## src/rtl/gb_cpu_bus_ctrl.sv

```systemverilog
// Game Boy CPU memory bus controller: builds addresses from the register file and issues reads and writes.
// Latency: accept at edge N, strobes after N, data_bus_wren/done pulse after N+2 (more if memory stalls).
// Backpressure: o_req_ready low in ADDR (and in DATA/WAIT while memory is not ready); requester holds i_req.
//
// Optional feature macro: GB_CPU_BUS_WAIT_EN. When defined, i_mem_ready can stretch
// the DATA phase through a WAIT state. When undefined, i_mem_ready is ignored.
//
// Register encodings (regfile_r8_t = 4 bits, regfile_r16_t = 3 bits, regfile_t = 16 bytes
// packed with byte k at bits [8k+7:8k]):
//   r8 : A=0 F=1 B=2 C=3 D=4 E=5 H=6 L=7 SP_H=8 SP_L=9 PC_H=10 PC_L=11 IR=12 TMP_H=13 TMP_L=14
//   r16: AF=0 BC=1 DE=2 HL=3 SP=4 PC=5 TMP=6 (code 7 is unassigned and reads as 16'h0000)

module gb_cpu_bus_ctrl (
    input  logic         i_clk,
    input  logic         i_reset,
    input  logic         i_req,
    input  logic         i_req_write,
    input  logic         i_req_high,
    input  logic [2:0]   i_addr_r16,
    input  logic [3:0]   i_addr_r8,
    input  logic [3:0]   i_src_r8,
    input  logic [3:0]   i_dst_r8,
    input  logic [127:0] i_registers,
    input  logic [7:0]   i_mem_rdata,
    input  logic         i_mem_ready,
    output logic         o_req_ready,
    output logic [15:0]  o_mem_addr,
    output logic [7:0]   o_mem_wdata,
    output logic         o_mem_rd,
    output logic         o_mem_wr,
    output logic [3:0]   o_data_bus_req,
    output logic [7:0]   o_data_bus_data,
    output logic         o_data_bus_wren,
    output logic         o_done
);

    // 8-bit register codes
    localparam logic [3:0] REG_A     = 4'd0;
    localparam logic [3:0] REG_F     = 4'd1;
    localparam logic [3:0] REG_B     = 4'd2;
    localparam logic [3:0] REG_C     = 4'd3;
    localparam logic [3:0] REG_D     = 4'd4;
    localparam logic [3:0] REG_E     = 4'd5;
    localparam logic [3:0] REG_H     = 4'd6;
    localparam logic [3:0] REG_L     = 4'd7;
    localparam logic [3:0] REG_SP_H  = 4'd8;
    localparam logic [3:0] REG_SP_L  = 4'd9;
    localparam logic [3:0] REG_PC_H  = 4'd10;
    localparam logic [3:0] REG_PC_L  = 4'd11;
    localparam logic [3:0] REG_IR    = 4'd12;
    localparam logic [3:0] REG_TMP_H = 4'd13;
    localparam logic [3:0] REG_TMP_L = 4'd14;

    // 16-bit register pair codes
    localparam logic [2:0] REG_AF  = 3'd0;
    localparam logic [2:0] REG_BC  = 3'd1;
    localparam logic [2:0] REG_DE  = 3'd2;
    localparam logic [2:0] REG_HL  = 3'd3;
    localparam logic [2:0] REG_SP  = 3'd4;
    localparam logic [2:0] REG_PC  = 3'd5;
    localparam logic [2:0] REG_TMP = 3'd6;

    typedef enum logic [1:0] {
        S_IDLE,
        S_ADDR,
`ifdef GB_CPU_BUS_WAIT_EN
        S_DATA,
        S_WAIT
`else
        S_DATA
`endif
    } state_t;

    state_t       r_state;
    logic [3:0]   r_dst;
    logic         r_write;
    logic [15:0]  r_mem_addr;
    logic [7:0]   r_mem_wdata;
    logic         r_mem_rd;
    logic         r_mem_wr;
    logic [3:0]   r_data_bus_req;
    logic [7:0]   r_data_bus_data;
    logic         r_data_bus_wren;
    logic         r_done;

    logic [3:0]   w_hi_sel;
    logic [3:0]   w_lo_sel;
    logic         w_pair_ok;
    logic [15:0]  w_pair_val;
    logic [15:0]  w_addr;
    logic [7:0]   w_wdata;
    logic         w_mem_ok;
    logic         w_in_data;
    logic         w_complete;
    logic         w_accept;

    // Read one byte of the packed register file by its 8-bit register code.
    function automatic logic [7:0] f_reg8(input logic [127:0] regs, input logic [3:0] sel);
        return regs[{sel, 3'b000} +: 8];
    endfunction

    // Map a register pair code onto its high and low byte registers.
    always_comb begin
        w_hi_sel  = REG_A;
        w_lo_sel  = REG_F;
        w_pair_ok = 1'b1;
        case (i_addr_r16)
            REG_AF:  begin w_hi_sel = REG_A;     w_lo_sel = REG_F;     end
            REG_BC:  begin w_hi_sel = REG_B;     w_lo_sel = REG_C;     end
            REG_DE:  begin w_hi_sel = REG_D;     w_lo_sel = REG_E;     end
            REG_HL:  begin w_hi_sel = REG_H;     w_lo_sel = REG_L;     end
            REG_SP:  begin w_hi_sel = REG_SP_H;  w_lo_sel = REG_SP_L;  end
            REG_PC:  begin w_hi_sel = REG_PC_H;  w_lo_sel = REG_PC_L;  end
            REG_TMP: begin w_hi_sel = REG_TMP_H; w_lo_sel = REG_TMP_L; end
            default: w_pair_ok = 1'b0;
        endcase
    end

    assign w_pair_val = w_pair_ok ? {f_reg8(i_registers, w_hi_sel), f_reg8(i_registers, w_lo_sel)}
                                  : 16'h0000;

    // High-page accesses use the fixed 0xFF page; otherwise the pair passes through unchanged.
    assign w_addr  = i_req_high ? {8'hFF, f_reg8(i_registers, i_addr_r8)} : w_pair_val;
    assign w_wdata = f_reg8(i_registers, i_src_r8);

`ifdef GB_CPU_BUS_WAIT_EN
    assign w_mem_ok  = i_mem_ready;
    assign w_in_data = (r_state == S_DATA) || (r_state == S_WAIT);
`else
    // Memory is always ready in this build; the input is deliberately left unobserved.
    assign w_mem_ok  = 1'b1;
    assign w_in_data = (r_state == S_DATA);
    logic  w_unused_mem_ready;
    assign w_unused_mem_ready = i_mem_ready;
`endif

    // The completing cycle of an access doubles as an accept slot for back-to-back traffic.
    assign w_complete  = w_in_data && w_mem_ok;
    assign o_req_ready = (r_state == S_IDLE) || w_complete;
    assign w_accept    = i_req && o_req_ready;

    // Bus FSM: latch request at acceptance, drive strobes for the access, pulse completion.
    always_ff @(posedge i_clk or posedge i_reset) begin
        if (i_reset) begin
            r_state         <= S_IDLE;
            r_dst           <= REG_IR;
            r_write         <= 1'b0;
            r_mem_addr      <= 16'h0000;
            r_mem_wdata     <= 8'h00;
            r_mem_rd        <= 1'b0;
            r_mem_wr        <= 1'b0;
            r_data_bus_req  <= REG_IR;
            r_data_bus_data <= 8'h00;
            r_data_bus_wren <= 1'b0;
            r_done          <= 1'b0;
        end else begin
            r_data_bus_wren <= 1'b0;
            r_done          <= 1'b0;

            if (w_complete) begin
                r_done   <= 1'b1;
                r_mem_rd <= 1'b0;
                r_mem_wr <= 1'b0;
                if (!r_write) begin
                    r_data_bus_wren <= 1'b1;
                    r_data_bus_req  <= r_dst;
                    r_data_bus_data <= i_mem_rdata;
                end
            end

            // Everything the access needs is captured here so later register file updates
            // (PC/HL increments mid-access) cannot disturb it.
            if (w_accept) begin
                r_mem_addr  <= w_addr;
                r_mem_wdata <= w_wdata;
                r_dst       <= i_dst_r8;
                r_write     <= i_req_write;
                r_mem_rd    <= !i_req_write;
                r_mem_wr    <= i_req_write;
            end

            case (r_state)
                S_IDLE: begin
                    if (w_accept) begin
                        r_state <= S_ADDR;
                    end
                end
                S_ADDR: begin
                    r_state <= S_DATA;
                end
                S_DATA: begin
                    if (w_complete) begin
                        r_state <= w_accept ? S_ADDR : S_IDLE;
                    end
`ifdef GB_CPU_BUS_WAIT_EN
                    else begin
                        r_state <= S_WAIT;
                    end
`endif
                end
`ifdef GB_CPU_BUS_WAIT_EN
                S_WAIT: begin
                    if (w_complete) begin
                        r_state <= w_accept ? S_ADDR : S_IDLE;
                    end
                end
`endif
                default: begin
                    r_state <= S_IDLE;
                end
            endcase
        end
    end

    assign o_mem_addr      = r_mem_addr;
    assign o_mem_wdata     = r_mem_wdata;
    assign o_mem_rd        = r_mem_rd;
    assign o_mem_wr        = r_mem_wr;
    assign o_data_bus_req  = r_data_bus_req;
    assign o_data_bus_data = r_data_bus_data;
    assign o_data_bus_wren = r_data_bus_wren;
    assign o_done          = r_done;

endmodule

```

## config.mk

```make
export PLATFORM = sky130hd
export DESIGN_NAME = gb_cpu_bus_ctrl
export DESIGN_NICKNAME = d
export VERILOG_FILES = /design/src/rtl/gb_cpu_bus_ctrl.sv
export SDC_FILE = /design/constraint.sdc
export NUM_CORES = 1
export LEC_CHECK = 0
export ABC_CLOCK_PERIOD_IN_PS = 2050
export CAP_MARGIN = 15
export CORE_MARGIN = 2
export CORE_UTILIZATION = 44
export DETAILED_ROUTE_END_ITERATION = 8
export PLACE_DENSITY = 0.88
export SLEW_MARGIN = 15
export SYNTH_ARGS = -nofsm -noshare
export SYNTH_HDL_FRONTEND = slang
export SYNTH_SLANG_ARGS = --single-unit
```

## constraint.sdc

```tcl
create_clock -name i_clk -period 2.05 [get_ports i_clk]
set_input_delay 0.205 -clock i_clk [delete_from_list [all_inputs] [get_ports i_clk]]
set_output_delay 0.205 -clock i_clk [all_outputs]
set_load 0.05 [all_outputs]
```

---- Yosys cells after proc, flatten, opt, wreduce, memory -nomap -nowiden ----
Cells that the tools add are included.
word-level totals
  register bits after elaboration ......... 47
  logic and storage cells ................. 47
  output and inout bits ................... 41
  input port bits ......................... 157
operators by class
  equality and inequality tests ........... 9
  shift operators ......................... 4
  reduce and logical (&&, ||, !) cells .... 8
  bitwise operators ....................... 1
  multiplexer cells ....................... 14
operators by type and width
  operator            number
  $shiftx 128x8->8    4
  $pmux 4 s6          2
  $mux 16             2
  $eq 3x3->1 const B  3
  $mux 1              8
  $reduce_or 7->1     1
  $eq 3x2->1 const B  2
  $pmux 2 s3          1
  $eq 3x1->1 const B  1
  $logic_not 3->1     1
  $eq 2x1->1 const B  1
  $eq 2x2->1 const B  1
  $logic_not 2->1     1
  $mux 2              1
  $ne 2x2->1 const B  1
  $reduce_and 2->1    1
  $reduce_bool 2->1   1
  $logic_and 1x1->1   1
  $logic_not 1->1     1
  $logic_or 1x1->1    1
  $not 1->1           1

---- Logic depth before layout (Yosys ltp) ----
  word-level depth ........................ 5
  gate-level depth with buffers ........... 8

---- Worst setup path after synthesis ----
Ideal clock, no wire load.
  kind .................................... flip-flop to flip-flop
  start point ............................. reg r_state[0]
  end point ............................... reg r_data_bus_data[0] (netlist: o_data_bus_data[0])
  buffers on the path ..................... 1
  cell stages (with the launch flop) ...... 6
  slack ................................... 121 ps
  data arrival time ....................... 1804 ps
  required time ........................... 1925 ps
  period minus slack after synthesis ...... 1929 ps
  path through ............................ dfrtp_1 > inv_1 > nand2_1 > nor2_1 > clkbuf_1 > mux2_2
on the way
  word-level cells in the longest chain between the ends .. 2
ends and longest elaborated chain
  element                            RTL line  text
  start: declaration                 74        state_t r_state;
  start signal: assignment           193       r_state <= w_accept ? S_ADDR : S_IDLE;
  $eq 2x2->1                         132       assign w_in_data = (r_state == S_DATA);
  $reduce_and 2->1 (no source line)  --
  end signal: assignment             167       r_data_bus_data <= i_mem_rdata;
  end: declaration                   82        logic [7:0] r_data_bus_data;
Every way passes these cells.
A chain may end at the register's enable or synchronous reset.

---- Worst setup path in the final report ----
  start point ............................. in i_addr_r8[2]
  end point ............................... reg r_mem_addr[6] (netlist: o_mem_addr[6])
on the way
  word-level cells in the longest chain between the ends .. 2
ends and longest elaborated chain
  element                 RTL line  text
  start: declaration      20        input logic [3:0] i_addr_r8,
  $shiftx 128x8->8        99        return regs[{sel, 3'b000} +: 8];
  $mux 16                 123       assign w_addr = i_req_high ? {8'hFF, f_reg8(i_registers, i_addr_r8)} : w_pair_val;
  end signal: assignment  174       r_mem_addr <= w_addr;
  end: declaration        77        logic [15:0] r_mem_addr;
Every way passes these cells.

==> impl_metrics.ini <==
[outcome]
status = complete, no violations

[floorplanning]
start_util = 0.4468
die_w_microns = 108.2
rows = 38
fp.dieH_microns = 108.2
core_sq_mm = 0.01070
pin_count = 198
die_area_sq_mm = 0.01171

[logic_synthesis]
synth_seq_area_share = 0.2471
synth-seq-cells = 47
netlist_area_sq_mm = 0.004780
yosys_warnings = 0
synth_cell_types = 41
avgSynthCellArea_sq_um = 10.91
synth_edf_count = 0
postSynthCellCount = 438
async_flop_share = 1.000
syn_nets = 595
synth-main-ff-cell = dfrtp_1

[global_routing]
track_usage = 0.3208
antenna_found_initial = 1
grt_max_degree = 31
grt-ovfl-total = 0
grt_first_pass_wirelength_mm = 28.28
grt_pass1_vias = 5018

[power_and_ir_drop]
power_mw = 4.469
ir_worst_vdd_uv = 626.2
seq_power_share = 0.279
intPower_mw = 2.720
clockPowerShare = 0.184
powerDensity_mw_per_mm2 = 606.2
p_sw_mw = 1.749
power_leakage_nw = 2.914
p_comb_frac = 0.537
sw_frac_of_total = 0.3913

[sta]
worstMarginPinSlew_ns = 0.6235
hold_violations = 0
post-route-period-util = 0.9351
max_slew_margin = 0.5835
rsz0062_at_grt = false
clock_skew_ns = 0.02104
fmax_mhz = 521.7
period_needed_ns = 1.917
finalWorstSetupSlack_ns = 0.1331
final-max-slew-violation-count = 0
setup_violations = 0
tns_ns = 0
holdWs_ns = 0.1798

[drt]
drcViolationCount = 0
vias = 4971
post_drt_wl_per_cell_microns = 23.67
wirelength_mm = 18.67
viasPerCell = 6.300
postRouteAntennaNets = 0
drt_iter0_markers = 384
drt-pass1-iter-count = 5

[clocking]
cts_root_buf = clkbuf_8
clkTransAtPathRegs_ns = 0.09
clockBufferDepth = 2
postCtsSetupBuffers = 0
clkLatencyLatePin_ns = 0.32
cts_tree = yes
holdBufCountCts = 0
htreeDepth = 2
ctsResizeCount = 0
cts_buffers = 5
cts.sinks = 47

[placement]
dp_hpwl_mm = 14.99
port_buffers = 196
pre_cts_slack_ns = -0.1696
gp_congestion = 0.9692

[critical_path]
crit_family = buffers and inverters
path_buf_inv = 2
crit_fanout = 21
path_cells = clkdlybuf4s50_1, buf_4, mux4_2, mux2i_1, o21ai_0, nand2_1, a31oi_1
cp-startpoint = i_addr_r8[2]
r2r-start = r_state[0]
max_stage_delay_ns = 0.62
r2r_cells = 5
path_class = in -> reg
worstReg2RegEnd = o_mem_addr[8]
required_ns = 2.24
rrSetupSlack_ns = 0.44
arrival_ns = 2.11
critPathSlowestCell = clkdlybuf4s50_1
setup.worst_path.start_class = primary input
critPathCaptureType = flip-flop

[final_layout]
area_growth_pct = 54.24
fill_cells = 810
finalNetCount = 804
drive_above_1_share = 0.2515

[job]
drv_cap = 0

[min_path]
hold_class = in -> async
placed cells by master (no fill, tap or decap), types with 3 or more instances in the layout:
cell             synthesis  layout
clkdlybuf4s50_1          0     193
mux4_2                  64      64
mux2i_1                 43      43
dfrtp_1                 43      43
buf_4                    0      41
nand2_1                 38      38
mux2_2                  31      31
nor2_1                  21      21
a21oi_1                 21      21
o21ai_0                 15      15
a221o_1                 13      13
nor3_1                  12      12
buf_12                   0      11
a31oi_1                  9       9
nand3_1                  8       8
inv_1                    8       7
a22oi_1                  7       7
nor2b_1                  6       6
nand2b_1                 6       6
o221ai_1                 6       6
o22ai_1                  5       5
clkbuf_8                 0       5
dfstp_2                  4       4
a211oi_1                 3       3
and3_1                   3       3
a21boi_0                 3       3
a2bb2oi_1                3       3
a22o_1                   3       3
buf_2                   15       3
layout make-up:
type                    instances  area [sq um]  area share
diodes                          1         2.502   0.0003394
clock buffers                   6         72.57    0.009844
clock inverters                 2         60.06    0.008147
inverters                       8         30.03    0.004073
multi-input cells             337          3376      0.4579
flip-flops and latches         47          1181      0.1602
well taps                     140         175.2     0.02376
repair buffers                248          2475      0.3357
synth_stat cells (6+ instances only):
library cell	number	area, sq um
o221ai_1	6	52.55
nor2_1	21	78.83
mux2i_1	43	430.4
buf_2	15	75.07
nand3_1	8	40.04
a22oi_1	7	52.55
o21ai_0	15	75.07
nand2b_1	6	37.54
nand2_1	38	142.6
mux2_2	31	349.1
dfrtp_1	43	1076
nor2b_1	6	37.54
a21oi_1	21	105.1
a31oi_1	9	56.30
nor3_1	12	60.06
inv_1	8	30.03
clkbuf_1	21	78.83
buf_1	9	33.78
a221o_1	13	130.1
mux4_2	64	1441
cells by family (layout without fill, tap and decap cells):
| logic type | after synthesis | in the layout | share of synthesized area |
|---|---|---|---|
| muxes | 138 | 138 | 0.4647 |
| AOI/OAI and AO/OA | 100 | 100 | 0.1476 |
| and+or+nand+nor | 99 | 99 | 0.09399 |
| buffers and inverters | 54 | 264 | 0.04660 |
| DFF | 47 | 47 | 0.2471 |
| other | 0 | 1 | 0 |
worst reg2reg max path, cell delays in order (launching register included):
cell and delay [ns]:
dfrtp_1 0.38, nand2b_1 0.26, buf_12 0.22, a2111oi_0 0.43, buf_4 0.20, nor2_1 0.04
power groups by stage:
| stage | Clock (mW) | Combinational [mW] | Sequential, mW |
|---|---|---|---|
| 2_1_floorplan | 0 | 0.756 | 1.85 |
| 3_3_place_gp | 0 | 2.35 | 1.25 |
| 3_5_place_dp | 0 | 2.39 | 1.27 |
| 4_1_cts | 0.824 | 2.39 | 1.25 |
| 5_1_grt | 0.866 | 2.51 | 1.26 |
| 6_report | 0.822 | 2.40 | 1.25 |
metal layers:
metal | share of wire | GRT usage | vias to the layer above
li1 | - | - | 2178
met1 | 0.40 | 0.4184 | 2464
met2 | 0.49 | 0.5427 | 304
met3 | 0.096 | 0.07715 | 25
met4 | 0.019 | 0.07601 | 0
met5 | 0 | 0 | -
state kept, by name (all words and copies together) (netlist names), 2 cells and up:
| signal | count |
|---|---|
| o_data_bus_req | 4 |
| o_mem_addr | 16 |
| r_dst | 4 |
| o_data_bus_data | 8 |
| r_state | 2 |
| o_mem_wdata | 8 |
through the flow:
step	cell area [sq um]	utilization	cells
floorplan	4780	-	438
global placement	7237	0.6765	780
detailed placement	7237	0.6765	780
CTS	7370	0.6889	788
global route	7372	0.6891	789
finish	7372	0.6891	789
worst max-delay path by stage:
stage,endpoint,slack [ns],cells past startpoint
finish,o_mem_addr[6],0.13,7
global route,o_mem_addr[6],0.03,7
CTS,o_mem_addr[2],0.14,5
detailed placement,o_mem_addr[2],-0.17,5
global placement,o_mem_addr[6],-0.14,7
floorplan,o_data_bus_data[0],0.12,5
Note: power is estimated with default switching activity, not from simulation.
